## config.mk

```make
export PLATFORM = sky130hd
export DESIGN_NAME = fwd_source_pipe
export DESIGN_NICKNAME = d
export VERILOG_FILES = /design/src/rtl/fwd_source_pipe_pkg.sv /design/src/rtl/fwd_source_pipe_if.sv /design/src/rtl/fwd_source_pipe_mem_access.sv /design/src/rtl/fwd_source_pipe.sv
export SDC_FILE = /design/constraint.sdc
export NUM_CORES = 1
export LEC_CHECK = 0
export ABC_AREA = 1
export BUFFER_PORTS_ARGS = -buffer_cell sky130_fd_sc_hd__buf_2
export CORE_ASPECT_RATIO = 0.9
export CORE_MARGIN = 5
export CORE_UTILIZATION = 45
export DETAILED_ROUTE_END_ITERATION = 8
export GPL_TIMING_DRIVEN = 0
export HOLD_SLACK_MARGIN = 0.02
export PLACE_DENSITY = 0.87
export SYNTH_ARGS = -nofsm -noshare
export SYNTH_HDL_FRONTEND = slang
export SYNTH_SLANG_ARGS = --single-unit
export TNS_END_PERCENT = 1
```

## constraint.sdc

```tcl
create_clock -name clk_i -period 1.59 [get_ports clk_i]
set_input_delay 0.2385 -clock clk_i [delete_from_list [all_inputs] [get_ports clk_i]]
set_output_delay 0.2385 -clock clk_i [all_outputs]
set_load 0.02 [all_outputs]
```

## src/rtl/fwd_source_pipe_pkg.sv

```systemverilog
// -----------------------------------------------------------------------------
// fwd_pkg
// Shared types for the pipeline back-end (EX/MEM, MEM/WB, MEM-stage access).
//   XLEN_DEF / RA_W_DEF : default datapath and register-address widths; the
//                         pipe-register structs are sized with these.
//   mem_state_t         : MEM-stage access FSM states.
//   ex_mem_t / mem_wb_t : pipe-register layouts.
//   wb_flag()           : write-back qualifier shared by both registers.
// -----------------------------------------------------------------------------
package fwd_pkg;

  localparam int XLEN_DEF = 32;
  localparam int RA_W_DEF = 5;

  typedef enum logic {
    MEM_IDLE = 1'b0,
    MEM_WAIT = 1'b1
  } mem_state_t;

  typedef struct packed {
    logic                valid;
    logic [RA_W_DEF-1:0] rd;
    logic                wb;
    logic                memread;
    logic                memwrite;
    logic [XLEN_DEF-1:0] alu;
    logic [XLEN_DEF-1:0] sdata;
  } ex_mem_t;

  typedef struct packed {
    logic [RA_W_DEF-1:0] rd;
    logic                wb;
    logic [XLEN_DEF-1:0] data;
  } mem_wb_t;

  // x0 is hard-wired to zero, so a write to it must never look like a
  // write-back to the forwarding unit.
  function automatic logic wb_flag(input logic                valid,
                                   input logic                regwrite,
                                   input logic [RA_W_DEF-1:0] rd);
    return valid & regwrite & (rd != '0);
  endfunction

endpackage

```

## src/rtl/fwd_source_pipe_if.sv

```systemverilog
// -----------------------------------------------------------------------------
// fwd_source_pipe_if
// Data-memory handshake bundle of the MEM stage.
//   mem_req / mem_we / mem_addr / mem_wdata : request, driven by the master
//   mem_ready / mem_rdata                   : response, driven by the slave
//   stall                                   : mem_req & ~mem_ready
// Handshake: a request is outstanding while mem_req=1; it completes on the
// first rising edge where mem_ready=1 is seen with it. Until then the master
// keeps mem_we/mem_addr/mem_wdata stable. mem_rdata is only meaningful in
// the completing cycle.
// -----------------------------------------------------------------------------
interface fwd_source_pipe_if #(
  parameter int XLEN = 32
);
  logic            mem_req;
  logic            mem_we;
  logic [XLEN-1:0] mem_addr;
  logic [XLEN-1:0] mem_wdata;
  logic            mem_ready;
  logic [XLEN-1:0] mem_rdata;
  logic            stall;

  modport master (
    output mem_req, mem_we, mem_addr, mem_wdata, stall,
    input  mem_ready
  );

  modport slave (
    input  mem_req, mem_we, mem_addr, mem_wdata, stall,
    output mem_ready, mem_rdata
  );
endinterface

```

## src/rtl/fwd_source_pipe_mem_access.sv

```systemverilog
// -----------------------------------------------------------------------------
// mem_access_fsm
// MEM-stage data-memory access controller.
//   clk_i, rst_i    : clock, synchronous active-high reset
//   access_i        : EX/MEM holds a valid load or store
//   we_i            : EX/MEM entry is a store
//   addr_i, wdata_i : EX/MEM address (ALU result) and store data
//   state_o         : current FSM state (debug visibility)
//   bus             : memory handshake (master side) and stall
// The EX/MEM register is frozen while stall is high, so address/data held on
// the bus during MEM_WAIT are stable by construction.
// -----------------------------------------------------------------------------
module mem_access_fsm
  import fwd_pkg::*;
#(
  parameter int XLEN = XLEN_DEF
) (
  input  logic                clk_i,
  input  logic                rst_i,
  input  logic                access_i,
  input  logic                we_i,
  input  logic [XLEN-1:0]     addr_i,
  input  logic [XLEN-1:0]     wdata_i,
  output mem_state_t          state_o,
  fwd_source_pipe_if.master   bus
);

  mem_state_t r_state;
  mem_state_t w_next;
  logic       w_req;

  always_ff @(posedge clk_i) begin
    if (rst_i) begin
      r_state <= MEM_IDLE;
    end else begin
      r_state <= w_next;
    end
  end

  always_comb begin
    w_next = r_state;
    w_req  = 1'b0;
    case (r_state)
      MEM_IDLE: begin
        if (access_i) begin
          w_req = 1'b1;
          if (!bus.mem_ready) w_next = MEM_WAIT;
        end
      end
      MEM_WAIT: begin
        w_req = 1'b1;
        if (bus.mem_ready) w_next = MEM_IDLE;
      end
      default: w_next = MEM_IDLE;
    endcase
  end

  assign bus.mem_req   = w_req;
  assign bus.mem_we    = we_i;
  assign bus.mem_addr  = addr_i;
  assign bus.mem_wdata = wdata_i;
  assign bus.stall     = w_req & ~bus.mem_ready;
  assign state_o       = r_state;

endmodule

```

## src/rtl/fwd_source_pipe.sv

```systemverilog
// -----------------------------------------------------------------------------
// fwd_source_pipe
// Back end of the 5-stage core: EX/MEM and MEM/WB pipe registers plus the
// MEM-stage data-memory handshake. Supplies rd/wb/data of both registers to
// the forwarding unit and raises the memory-wait stall and load-use hazard.
//   clk_i, rst_i            : clock, synchronous active-high reset
//   ex_*_i                  : instruction leaving EX
//   id_rs1_i, id_rs2_i      : ID-stage sources (load-use detection)
//   flush_i                 : bubble the instruction entering EX/MEM
//   mem_*_o / mem_*_i       : data-memory request / response
//   ex_mem_*_o, mem_wb_*_o  : forwarding sources; mem_wb_wb_o is the RF write
//   stall_o                 : freeze IF/ID/EX while memory is not ready
//   load_use_o              : load-use hazard (insert one bubble)
// Build option: FWD_LOAD_USE_EN -- when defined, load_use_o is computed in
// hardware; otherwise it is tied low and the compiler schedules the bubble.
// XLEN/RA_W must match fwd_pkg::XLEN_DEF/RA_W_DEF (the pipe structs use them).
// -----------------------------------------------------------------------------
module fwd_source_pipe
  import fwd_pkg::*;
#(
  parameter int XLEN = XLEN_DEF,
  parameter int RA_W = RA_W_DEF
) (
  input  logic            clk_i,
  input  logic            rst_i,
  input  logic            ex_valid_i,
  input  logic [RA_W-1:0] ex_rd_i,
  input  logic            ex_regwrite_i,
  input  logic            ex_memread_i,
  input  logic            ex_memwrite_i,
  input  logic [XLEN-1:0] ex_alu_i,
  input  logic [XLEN-1:0] ex_sdata_i,
  input  logic [RA_W-1:0] id_rs1_i,
  input  logic [RA_W-1:0] id_rs2_i,
  input  logic            flush_i,
  output logic            mem_req_o,
  output logic            mem_we_o,
  output logic [XLEN-1:0] mem_addr_o,
  output logic [XLEN-1:0] mem_wdata_o,
  input  logic            mem_ready_i,
  input  logic [XLEN-1:0] mem_rdata_i,
  output logic [RA_W-1:0] ex_mem_rrd_o,
  output logic            ex_mem_wb_o,
  output logic [XLEN-1:0] ex_mem_data_o,
  output logic [RA_W-1:0] mem_wb_rrd_o,
  output logic            mem_wb_wb_o,
  output logic [XLEN-1:0] mem_wb_data_o,
  output logic            stall_o,
  output logic            load_use_o
);

  fwd_source_pipe_if #(.XLEN(XLEN)) u_bus ();

  ex_mem_t    r_ex_mem;
  mem_wb_t    r_mem_wb;
  mem_state_t w_mem_state;
  logic       w_ex_live;
  logic       w_mem_access;

  // A flushed or invalid EX slot enters EX/MEM as a bubble. While stalled
  // the whole register holds, which also makes flush_i a don't-care.
  assign w_ex_live    = ex_valid_i & ~flush_i;
  assign w_mem_access = r_ex_mem.valid & (r_ex_mem.memread | r_ex_mem.memwrite);

  always_ff @(posedge clk_i) begin
    if (rst_i) begin
      r_ex_mem <= '0;
    end else if (!u_bus.stall) begin
      r_ex_mem.valid    <= w_ex_live;
      r_ex_mem.rd       <= ex_rd_i;
      r_ex_mem.wb       <= wb_flag(w_ex_live, ex_regwrite_i, ex_rd_i);
      r_ex_mem.memread  <= w_ex_live & ex_memread_i;
      r_ex_mem.memwrite <= w_ex_live & ex_memwrite_i;
      r_ex_mem.alu      <= ex_alu_i;
      r_ex_mem.sdata    <= ex_sdata_i;
    end
  end

  mem_access_fsm #(.XLEN(XLEN)) u_mem_fsm (
    .clk_i    (clk_i),
    .rst_i    (rst_i),
    .access_i (w_mem_access),
    .we_i     (r_ex_mem.memwrite),
    .addr_i   (r_ex_mem.alu),
    .wdata_i  (r_ex_mem.sdata),
    .state_o  (w_mem_state),
    .bus      (u_bus.master)
  );

  assign u_bus.mem_ready = mem_ready_i;
  assign u_bus.mem_rdata = mem_rdata_i;

  // MEM/WB advances every cycle; a memory wait turns into a bubble so the
  // instruction already in MEM/WB retires while the load/store stays in MEM.
  always_ff @(posedge clk_i) begin
    if (rst_i) begin
      r_mem_wb <= '0;
    end else if (u_bus.stall) begin
      r_mem_wb <= '0;
    end else begin
      r_mem_wb.rd   <= r_ex_mem.rd;
      r_mem_wb.wb   <= r_ex_mem.wb & ~r_ex_mem.memwrite;
      r_mem_wb.data <= r_ex_mem.memread ? u_bus.mem_rdata : r_ex_mem.alu;
    end
  end

  assign mem_req_o     = u_bus.mem_req;
  assign mem_we_o      = u_bus.mem_we;
  assign mem_addr_o    = u_bus.mem_addr;
  assign mem_wdata_o   = u_bus.mem_wdata;
  assign stall_o       = u_bus.stall;

  // Load data does not exist yet in EX/MEM, so a load never forwards from it.
  assign ex_mem_rrd_o  = r_ex_mem.rd;
  assign ex_mem_wb_o   = r_ex_mem.wb & ~r_ex_mem.memread;
  assign ex_mem_data_o = r_ex_mem.alu;

  assign mem_wb_rrd_o  = r_mem_wb.rd;
  assign mem_wb_wb_o   = r_mem_wb.wb;
  assign mem_wb_data_o = r_mem_wb.data;

`ifdef FWD_LOAD_USE_EN
  assign load_use_o = ex_valid_i & ex_memread_i & (ex_rd_i != '0) &
                      ((ex_rd_i == id_rs1_i) | (ex_rd_i == id_rs2_i));
`else
  logic w_unused_ids;
  assign w_unused_ids = ^{id_rs1_i, id_rs2_i};
  assign load_use_o   = 1'b0;
`endif

  // The wait state only exists while a request is outstanding.
  a_wait_holds_req: assert property (
    @(posedge clk_i) disable iff (rst_i)
      (w_mem_state == MEM_WAIT) |-> u_bus.mem_req
  );

endmodule
```

Word-level counts from Yosys, hierarchy flattened
Index checks and enable logic that the tools add are counted.
{ "totals": {"regBits": 112, "input_bits": 119, "word_cells": 34, "out_inout_bits": 144} }
{ "classes": {"bitwise_logic": 15, "reduce_logical": 2, "mux": 6} }
{ "op_table": {"columns": ["operator", "n"], "rows": [
  ["32-bit two-way mux", 1],
  ["1-bit bitwise AND", 9],
  ["1-bit inverter", 5],
  ["5-bit nonzero test", 1],
  ["1-bit one-hot mux with 2 select lines", 2],
  ["1-bit two-way mux", 3],
  ["2-bit OR reduction", 1],
  ["1-bit bitwise OR", 1]
]} }

Longest topological paths before layout
Gate-level depths: netlist of the first run.
{ "logic_depth": {"depth_word": 6, "ltp_mapped": 8, "ltp_nobuf": 7} }

Hierarchy
Synthesis of the first run repeated with hierarchy kept, for this count alone.
{ "hier_totals": {"hier_cells": 587, "area_unflattened_um2": 4809.6} }
{ "by_module_without_submodules": {"columns": ["module", "n_inst", "seq_area_each_um2", "area_per_inst_um2", "cells_each"], "rows": [
  ["fwd_source_pipe", 1, 2222.1, 4277.9, 517],
  ["mem_access_fsm", 1, 20.0, 531.8, 70]
]} }

Worst setup path after synthesis of the first run
OpenSTA, ideal clock, no wires.
{ "synth_path": {"path_type": "reg2out", "from": "reg r_ex_mem[64] (netlist bit)", "to": "out stall_o", "arrival_ns": 1.030, "slack_ns": 0.322, "path_buffers": 1, "stages_incl_launch_ff": 6, "t_required_ns": 1.351, "cell_sequence": "dfxtp_1 > o21ai_2 > nand2_2 > nand2_4 > buf_2 > inv_1"} }
{ "synth_between": {"elab_chain_cells": 5} }
{ "synth_lines": {"columns": ["element", "line", "rtl"], "rows": [
  ["start, declared", "fwd_source_pipe.sv:54", "ex_mem_t r_ex_mem;"],
  ["1-bit bitwise OR", "fwd_source_pipe.sv:63", "assign w_mem_access = r_ex_mem.valid & (r_ex_mem.memread | r_ex_mem.memwrite);"],
  ["1-bit bitwise AND", "fwd_source_pipe.sv:63", null],
  ["1-bit two-way mux", "fwd_source_pipe_mem_access.sv:45", "if (access_i) begin"],
  ["1-bit one-hot mux with 2 select lines", "fwd_source_pipe_mem_access.sv:43", "case (r_state)"],
  ["1-bit bitwise AND", "fwd_source_pipe_mem_access.sv:62", "assign bus.stall = w_req & ~bus.mem_ready;"],
  ["end, declared", "fwd_source_pipe.sv:48", "output logic stall_o,"]
]} }
No other way between the ends.

Worst setup path in the final report of the first run
{ "layout_path": {"from": "reg r_ex_mem[65] (netlist bit)", "to": "out mem_req_o"} }
{ "layout_between": {"elab_chain_cells": 4} }
{ "layout_lines": {"columns": ["element", "line", "rtl"], "rows": [
  ["1-bit bitwise OR", "fwd_source_pipe.sv:63", null],
  ["1-bit bitwise AND", "fwd_source_pipe.sv:63", null],
  ["1-bit two-way mux", "fwd_source_pipe_mem_access.sv:45", null],
  ["1-bit one-hot mux with 2 select lines", "fwd_source_pipe_mem_access.sv:43", null],
  ["end, declared", "fwd_source_pipe.sv:36", "output logic mem_req_o,"]
]} }
No other way between the ends.

==> impl_metrics.yaml, run 1 <==
timing:
  rsz0062_at_grt: "false"
  hold_viol_final: 0
  post-route-min-period_ns: 1.53
  drv_slew: 0
  final.period_utilization_pct: 96.0
  max_freq_ghz: 0.655
  setup_ws_ns: 0.0642
  relSlewSlack_pct: 66.0
  tightest_slew_ns: 0.510
  skew_ns: 0.00746
  finalSetupViolCount: 0
global_routing:
  grt_overflow: 0
  grt_pass1_wl_mm: 22.8
  grt_max_degree: 19
  track_usage_pct: 21.5
  antenna_found_initial: 0
  grt_pass1_vias: 4587
worst_setup_path:
  cp-start-kind: "flop"
  crit_fanout: 10
  r2r_end: "r_ex_mem[19]"
  worstReg2RegStart: "r_ex_mem[65]"
  end_kind: "output port"
  cp.required_ns: 1.35
  rrSetupSlack_ns: 0.18
  cp.arrival_ns: 1.29
  r2r_cells: 9
  crit_type: "reg -> out"
clock_tree:
  cts_tree: "done"
  numCtsBuffers: 9
  clkTransAtPathRegs_ns: 0.07
  worstSkewPairLatency_ns: 0.34
  htreeDepth: 3
  cts_root_buf: "clkbuf_16"
  clk_path_buf_depth: 2
  hold_buffers: 0
  clkSinkCount: 112
detailed_routing:
  wl_per_cell_um: 14.9
  firstDrtPassIters: 6
  vias: 4811
  viasPerCell: 4.88
  drc: 0
  wl_mm: 14.7
  ant_nets: 0
  drt_iter0_drc: 258
finish:
  fill_cells: 930
  layout-drive-gt1-share_pct: 47.2
  final_nets: 966
  insertedDiodeCount: 0
  area_growth_syn_to_layout_pct: 36.5
  final_cell_count_no_fill: 985
synth:
  synth_cells: 582
  ys_seq_elements: 112
  synthDistinctLibCells: 17
  seq_area_frac_synth_pct: 45.3
  synthesis.nets: 701
  yosys_warnings: 0
  syn_area_per_cell_um2: 8.51
  syn_area_um2: 4950
worst_hold_path:
  holdPathStages: 2
  hold_start: "rst_i"
  holdPathEnd: "u_mem_fsm.state_o"
  hold_class: "in -> reg"
floorplan:
  start_util_pct: 45.8
  rows: 36
  io_pins: 263
  die-width_um: 121
  core_area_um2: 10800
  die_height_um: 110
  die_area_um2: 13200
pwr:
  clkPwrFrac_pct: 34.5
  p_comb_share_pct: 17.4
  p_sw_mw: 1.73
  vdd_ir_drop_max_mv: 0.552
  power_density_nw_per_um2: 936
  total_power_mw: 6.33
  p_int_mw: 4.60
  pwr-share-seq_pct: 48.1
  netSwitchingFraction_pct: 27.3
  leakagePower_nw: 3.72
flow_run:
  max_cap_violations: 0
place:
  io_buffer_count: 251
  place.gp.congestion: 0.810
  place_inst: 966
  dp_hpwl_mm: 11.3
  pre_cts_ws_ns: 0.0972
outcome:
  outcome: "complete, no violations"
==> state kept, by name, indices dropped and copies added (netlist names) <==
signal             count
ex_mem_data_o         32
mem_wb_wb_o            1
mem_wb_data_o         32
r_ex_mem              36
u_mem_fsm.state_o      1
ex_mem_rrd_o           5
mem_wb_rrd_o           5
==> cell usage after synthesis (all sizes together) <==
library cell / n / area share (%)
buf: 136 / 19
dfxtp: 112 / 45
nand2: 78 / 6.2
nand3: 74 / 7.5
nand4: 73 / 9.2
nor2: 45 / 3.4
mux2i: 32 / 6.5
inv: 16 / 1.2
clkbuf: 13 / 0.98
conb: 1 / 0.076
nand3b: 1 / 0.15
o21ai: 1 / 0.18
==> cell type report <==
cell class / count / area [um2] / area share [%]
buffer: 148 / 1030 / 15.2
clock buffer: 11 / 253 / 3.74
clock inverter: 5 / 38.8 / 0.573
inverter: 16 / 60.1 / 0.888
multi-input combinational: 305 / 1670 / 24.7
sequential: 112 / 2240 / 33.1
tap: 133 / 166 / 2.46
timing repair buffer: 255 / 1310 / 19.3
==> metal layers <==
metal | up-vias | track usage, % | part of all wire (%)
met5 | - | 0 | 0
met3 | 18 | 5.14 | 8.0
li1 | 2385 | - | -
met1 | 2191 | 27.7 | 41
met4 | 0 | 6.07 | 1.6
met2 | 217 | 36.3 | 49
==> worst max-delay path by stage <==
stage / startpoint / end
floorplan: r_ex_mem[64] / stall_o
global placement: r_ex_mem[65] / stall_o
detailed placement: r_ex_mem[65] / stall_o
CTS: r_ex_mem[65] / mem_req_o
global route: r_ex_mem[64] / stall_o
finish: r_ex_mem[65] / mem_req_o
==> worst max-delay path, stage by stage (launching register included) <==
cell and delay (ns):
dfxtp_1 0.31, buf_6 0.12, o21ai_4 0.14, nand2_4 0.10
buf_8 0.15, buf_6 0.13
==> cells in the final DEF, fill, tap and decap left out <==
master / count
clkbuf_16: 9
nand3_1: 74
clkinv_4: 1
clkinv_2: 1
buf_1: 8
clkbuf_8: 2
mux2i_1: 32
conb_1: 1
clkbuf_4: 3
nand2_8: 1
buf_8: 1
nand2_1: 75
inv_1: 16
nand4_1: 73
o21ai_4: 1
buf_12: 1
nor2_1: 45
inv_6: 2
clkbuf_1: 13
buf_2: 262
nand2_4: 2
nand3b_1: 1
clkinvlp_4: 1
dfxtp_1: 112
buf_6: 7
buf_4: 108
==> per-stage QoR <==
step / utilization (%) / setup TNS (ns) / area (um2) / hold WS, ns
detailed placement: 59.0 / 0 / 6380 / 0.416
finish: 62.6 / 0 / 6770 / 0.0740
global route: 62.6 / 0 / 6770 / 0.0619
floorplan: - / 0 / 4950 / 0.311
global placement: 59.0 / 0 / 6380 / 0.414
CTS: 62.3 / -0.0265 / 6740 / 0.0552
==> power by group through the flow <==
| stage | combinational, mW | clock [mW] | sequential, mW |
|---|---|---|---|
| after detailed placement | 1.09 | 0 | 3.11 |
| after global routing | 1.19 | 2.35 | 3.07 |
| after CTS | 1.10 | 2.23 | 3.05 |
| final | 1.10 | 2.18 | 3.05 |
| after global placement | 1.08 | 0 | 3.10 |
| after floorplan | 0.643 | 0 | 3.14 |
==> cell families after synthesis <==
family	share of synthesized area, %
compound gates	0.177
simple gates	26.4
buf+inv	21.6
other cells	0.0757
mux	6.46
flops	45.3
==> repair_timing <==
action | in CTS | in global routing
setup buffers | 3 | 1
pin swaps | 2 | 2
endpoints found under the setup margin | 3 | 32
gates resized for setup | 9 | 6
Power figures use the tool's default switching activity.
==> run 2, diff against run 1 <==
--- a/config.mk
+++ b/config.mk
@@ -9,11 +9,12 @@
 export BUFFER_PORTS_ARGS = -buffer_cell sky130_fd_sc_hd__buf_2
 export CORE_ASPECT_RATIO = 0.9
 export CORE_MARGIN = 5
-export CORE_UTILIZATION = 45
+export CORE_UTILIZATION = 47
+export CTS_BUF_LIST = sky130_fd_sc_hd__clkbuf_4
 export DETAILED_ROUTE_END_ITERATION = 8
 export GPL_TIMING_DRIVEN = 0
 export HOLD_SLACK_MARGIN = 0.02
-export PLACE_DENSITY = 0.87
+export PLACE_DENSITY = 0.9
 export SYNTH_ARGS = -nofsm -noshare
 export SYNTH_HDL_FRONTEND = slang
 export SYNTH_SLANG_ARGS = --single-unit
==> run 2 against run 1 <==
- the run now ends with setup timing left
- combinational power is 19% higher
- global-route usage is 5.2 points higher
- cell count is 8.7% higher
- wire length is 20% higher
- hold slack worse by 0.041 ns
- die area is 3.9% lower
- clock skew is 0.023 ns higher
- clock-buffer cell count is 2 lower
- largest cell class unchanged
- largest power group unchanged
- highest routed layer unchanged
==> impl_metrics.yaml, run 2 (synthesis results as in run 1) <==
outcome:
  outcome: "complete, but fails checks"
  violations: "setup timing"
pwr:
  power_density_nw_per_um2: 761
  pwr-share-seq_pct: 53.8
  p_int_mw: 3.93
  p_comb_share_pct: 23.1
  vdd_ir_drop_max_mv: 0.461
  p_sw_mw: 1.75
  leakagePower_nw: 4.03
  clkPwrFrac_pct: 23.1
  total_power_mw: 5.68
  netSwitchingFraction_pct: 30.8
clock_tree:
  cts_tree: "done"
  clkTransAtPathRegs_ns: 0.19
  clkSinkCount: 112
  cts_root_buf: "clkbuf_4"
  numCtsBuffers: 9
  htreeDepth: 3
  worstSkewPairLatency_ns: 0.46
  clk_path_buf_depth: 2
timing:
  relSlewSlack_pct: 64.6
  finalSetupViolCount: 2
  final.period_utilization_pct: 105
  hold_viol_final: 0
  drv_slew: 0
  setup_ws_ns: -0.0746
  setup_tns_ns: -0.113
  post-route-min-period_ns: 1.66
  max_freq_ghz: 0.601
  rsz0062_at_grt: "true"
  skew_ns: 0.0306
  tightest_slew_ns: 0.532
floorplan:
  die-width_um: 118
  core_area_um2: 10300
  start_util_pct: 48.1
  die_height_um: 107
  die_area_um2: 12700
  rows: 35
  io_pins: 263
worst_setup_path:
  r2r_end: "mem_wb_rrd_o[0]"
  crit_cells: 6
  crit_path_max_incr_delay_ns: 0.40
  crit_type: "reg -> out"
  r2r_cells: 8
  worstReg2RegStart: "r_ex_mem[64]"
  cp_top_family: "flip-flops"
  end_kind: "output port"
  crit_fanout: 3
  crit_buf_inv: 3
  cp-start-kind: "flop"
  cp.arrival_ns: 1.43
  rrSetupSlack_ns: 0.01
  cp_slowest_cell: "dfxtp_4"
  cp.required_ns: 1.35
  critical_path.cell_chain: "o21ai_4 > nand2_4 > nand2_4 > buf_6 > inv_2 > buf_6"
flow_run:
  max_cap_violations: 0
detailed_routing:
  drt_iter0_drc: 392
  firstDrtPassIters: 5
  wl_per_cell_um: 16.5
  vias: 5497
  ant_nets: 0
  viasPerCell: 5.13
  drc: 0
  wl_mm: 17.7
place:
  place.gp.congestion: 0.789
  io_buffer_count: 251
  dp_hpwl_mm: 11.4
global_routing:
  grt_pass1_vias: 5440
  grt_pass1_wl_mm: 27.7
  grt_max_degree: 20
  grt_overflow: 0
  antenna_found_initial: 1
  track_usage_pct: 26.7
finish:
  layout-drive-gt1-share_pct: 43.6
  post-route-util_pct: 72.5
  mostFrequentLayoutCell: "buf_2"
  final_cell_mix: "262 x buf_2, 110 x buf_4, 110 x dfxtp_1, 87 x dlygate4sd3_1, 75 x nand2_1"
  final_nets: 1055
  area_growth_syn_to_layout_pct: 50.7
  largest_reg_flops: 36
  regMostFlops: "r_ex_mem"
worst_hold_path:
  holdPathEnd: "mem_wb_data_o[31]"
  hold_class: "in -> reg"
  holdPathStages: 3
  hold_start: "mem_rdata_i[31]"
-- run 2: through the flow --
stage	std cells	cell area (um2)	hold slack, ns	worst slack (ns)
floorplan	582	4950	0.311	0.322
finish	1071	7460	0.0334	-0.0746
CTS	1068	7430	0.0212	-0.190
detailed placement	962	6370	0.418	0.0747
global placement	962	6370	0.412	0.0817
global route	1071	7460	0.0190	-0.145
-- run 2: timing repair --
| action | in CTS | in global routing |
|---|---|---|
| pin swaps | 3 | 3 |
| hold buffers | 87 | 0 |
| endpoints found under the setup margin | 3 | 78 |
| buffers inserted | 3 | 3 |
| endpoints found under the hold margin | 87 | 0 |
| resized for setup | 14 | 14 |
-- run 2: how the worst max path moves through the flow --
stage	startpoint	endpoint	slack [ns]
2_1_floorplan	r_ex_mem[64]	stall_o	0.32
3_3_place_gp	r_ex_mem[65]	stall_o	0.08
3_5_place_dp	r_ex_mem[65]	stall_o	0.07
4_1_cts	r_ex_mem[65]	stall_o	-0.19
5_1_grt	r_ex_mem[64]	stall_o	-0.15
6_report	r_ex_mem[64]	stall_o	-0.07
-- run 2: power groups by stage --
stage / sequential, mW / combinational, mW / clock, mW
floorplan: 3.14 / 0.643 / 0
global route: 3.07 / 1.40 / 1.41
detailed placement: 3.11 / 1.09 / 0
global placement: 3.10 / 1.08 / 0
finish: 3.06 / 1.31 / 1.31
CTS: 3.05 / 1.27 / 1.32
-- run 2: worst min-delay path: cells and delay by family --
family	cells	cell delay [ns]
AND/OR/NAND/NOR	1	0.10
buffers and inverters	1	0.08
multiplexers	1	0.05
-- run 2: cell type report --
type	count	area, um2
Tap cell	129	161
Sequential cell	112	2250
Timing Repair Buffer	344	2180
Antenna cell	1	2.50
Clock buffer	9	67.6
Multi-Input combinational cell	305	1650
Fill cell	751	2830
Clock inverter	7	52.6
Buffer	148	1030
Inverter	16	60.1
-- run 2: routing by layer --
| metal | routed length [um] | track usage [%] | share of wire (%) |
|---|---|---|---|
| met2 | 9180 | 48.8 | 52 |
| met3 | 1420 | 5.94 | 8.0 |
| met5 | 0 | 0 | 0 |
| met1 | 6570 | 30.6 | 37 |
| met4 | 490 | 9.66 | 2.8 |
==> run 3, diff against run 2 <==
--- a/config.mk
+++ b/config.mk
@@ -14,7 +14,7 @@
 export DETAILED_ROUTE_END_ITERATION = 8
 export GPL_TIMING_DRIVEN = 0
 export HOLD_SLACK_MARGIN = 0.02
-export PLACE_DENSITY = 0.9
+export PLACE_DENSITY_LB_ADDON = 0.12
 export SYNTH_ARGS = -nofsm -noshare
 export SYNTH_HDL_FRONTEND = slang
 export SYNTH_SLANG_ARGS = --single-unit
==> run 3 against run 2 <==
- the flow now finishes without violations
- sequential share of layout area shrank 0.52 points
- die area is the same
- via count shrank 4.0%
- first-iteration DRC count shrank 21%
- hold slack gained 0.036 ns
- non-clock buffer count grew 11
- total power grew 0.28%
- register-to-register slack gained 0.12 ns
- largest cell class unchanged
==> impl_metrics.yaml, run 3 (synthesis results as in run 1) <==
outcome:
  outcome: "complete, no violations"
worst_setup_path:
  cp.required_ns: 1.35
  rrSetupSlack_ns: 0.13
  cp-start-kind: "flop"
  r2r_cells: 8
  cpMostUsedCell: "buf_6"
  cp.arrival_ns: 1.34
  critical_path.cell_chain: "o21ai_4 > nand2_4 > buf_6 > buf_6"
  end_kind: "output port"
  worstReg2RegStart: "r_ex_mem[65]"
  cp_slowest_cell: "dfxtp_4"
  crit_path_max_incr_delay_ns: 0.40
  crit_fanout: 4
  r2r_end: "r_ex_mem[20]"
  crit_type: "reg -> out"
worst_hold_path:
  holdPathStages: 3
  holdPathEnd: "mem_wb_data_o[20]"
  hold_start: "mem_rdata_i[20]"
  hold_class: "in -> reg"
pwr:
  pwr-share-seq_pct: 53.6
  vdd_ir_drop_max_mv: 0.586
  leakagePower_nw: 4.07
  p_int_mw: 4.06
  p_sw_mw: 1.63
  power_density_nw_per_um2: 750
  clkPwrFrac_pct: 23.4
  total_power_mw: 5.69
  p_comb_share_pct: 23.0
  netSwitchingFraction_pct: 28.7
detailed_routing:
  wl_mm: 16.0
  ant_nets: 0
  viasPerCell: 4.88
  drt_iter0_drc: 311
  topRoutingLayerUsed: "met4"
  wl_per_cell_um: 14.8
  vias: 5275
  drc: 0
  met1_length_mm: 6.18
  dr_wl_met3_mm: 1.21
  routed-wl-met2_mm: 8.23
  firstDrtPassIters: 4
timing:
  drv_slew: 0
  hold_viol_final: 0
  final.period_utilization_pct: 99.4
  skew_ns: 0.0101
  rsz0062_at_grt: "true"
  relSlewSlack_pct: 66.2
  tightest_slew_ns: 0.507
  max_freq_ghz: 0.633
  post-route-min-period_ns: 1.58
  finalSetupViolCount: 0
  worst_hold_slack_ns: 0.0691
floorplan:
  start_util_pct: 48.1
  die-width_um: 118
  core_area_um2: 10300
  die_height_um: 107
  io_pins: 263
  die_area_um2: 12700
  rows: 35
clock_tree:
  cts_root_buf: "clkbuf_4"
  numCtsBuffers: 9
  worstSkewPairLatency_ns: 0.45
  clkTransAtPathRegs_ns: 0.16
  htreeDepth: 3
  cts_tree: "done"
  clk_path_buf_depth: 2
  clkSinkCount: 112
place:
  dp_hpwl_mm: 11.2
  place.gp.congestion: 0.796
  io_buffer_count: 251
global_routing:
  grt_pass1_wl_mm: 25.8
  grt_max_degree: 17
  track_usage_pct: 24.7
  antenna_found_initial: 0
  grt_pass1_vias: 5215
  grt_overflow: 0
finish:
  layout-drive-gt1-share_pct: 42.6
  regMostFlops: "r_ex_mem"
  final_cell_mix: "263 x buf_2, 110 x dfxtp_1, 108 x buf_4, 101 x dlygate4sd3_1, 75 x nand2_1"
  mostFrequentLayoutCell: "buf_2"
  area_growth_syn_to_layout_pct: 53.3
  insertedDiodeCount: 0
  largest_reg_flops: 36
  final_nets: 1066
flow_run:
  max_cap_violations: 0
## run 3: cell types whose count changed in the layout (fill, tap and decap cells not counted), moves of 2 or more
cell           previous run  this run
buf_4                   110       108
dlygate4sd3_1            87       101
clkinv_1                  1         3
inv_8                     2         0
clkbuf_1                 11         7
clkbuf_4                 11         9
buf_1                     6        10
## run 3: critical path, delay by kind of cell, from the launching register on
kind | cells | cell delay (ns)
flip-flops | 1 | 0.40
AND/OR/NAND/NOR | 1 | 0.09
buffers and inverters | 2 | 0.25
AO/OA/AOI/OAI | 1 | 0.14
## run 3: timing repair
action / 4_1_cts / 5_1_grt
pin swaps: 3 / 2
gates resized for setup: 15 / 18
endpoints found under the hold margin: 101 / 0
endpoints found under the setup margin: 3 / 100
hold buffers: 101 / 0
setup buffers: 4 / 0
## run 3: how the worst max path moves through the flow
stage,start,end,depth (start not counted)
2_1_floorplan,r_ex_mem[64],stall_o,5
3_3_place_gp,r_ex_mem[65],stall_o,7
3_5_place_dp,r_ex_mem[65],stall_o,7
4_1_cts,r_ex_mem[65],mem_req_o,5
5_1_grt,r_ex_mem[64],mem_req_o,4
6_report,r_ex_mem[65],mem_req_o,4
## run 3: through the flow
step	utilization (%)	cell area [um2]	worst slack [ns]	instances	TNS, ns
global placement	61.9	6370	0.132	962	0
global route	73.8	7600	-0.0802	1080	-1.52
finish	73.8	7600	0.00928	1080	0
floorplan	-	4950	0.322	582	0
CTS	73.6	7580	-0.138	1081	-0.353
detailed placement	61.9	6370	0.126	962	0
## run 3: cell type report
type                            count  area, um2
Inverter                           16       60.1
Buffer                            147       1020
Timing Repair Buffer              356       2320
Clock buffer                        9       67.6
Tap cell                          129        161
Multi-Input combinational cell    305       1670
Fill cell                         785       2700
Sequential cell                   112       2250
Clock inverter                      6       51.3
## run 3: power groups by stage
stage	sequential [mW]	combinational (mW)	clock (mW)
2_1_floorplan	3.14	0.643	0
3_3_place_gp	3.10	1.08	0
3_5_place_dp	3.11	1.09	0
4_1_cts	3.05	1.30	1.37
5_1_grt	3.07	1.41	1.48
6_report	3.05	1.31	1.33
## run 3: metal layers
metal,GRT usage (%),vias to the layer above
met5,0,-
met4,8.27,0
met3,6.94,29
met2,44.1,212
met1,28.4,2442
li1,-,2592
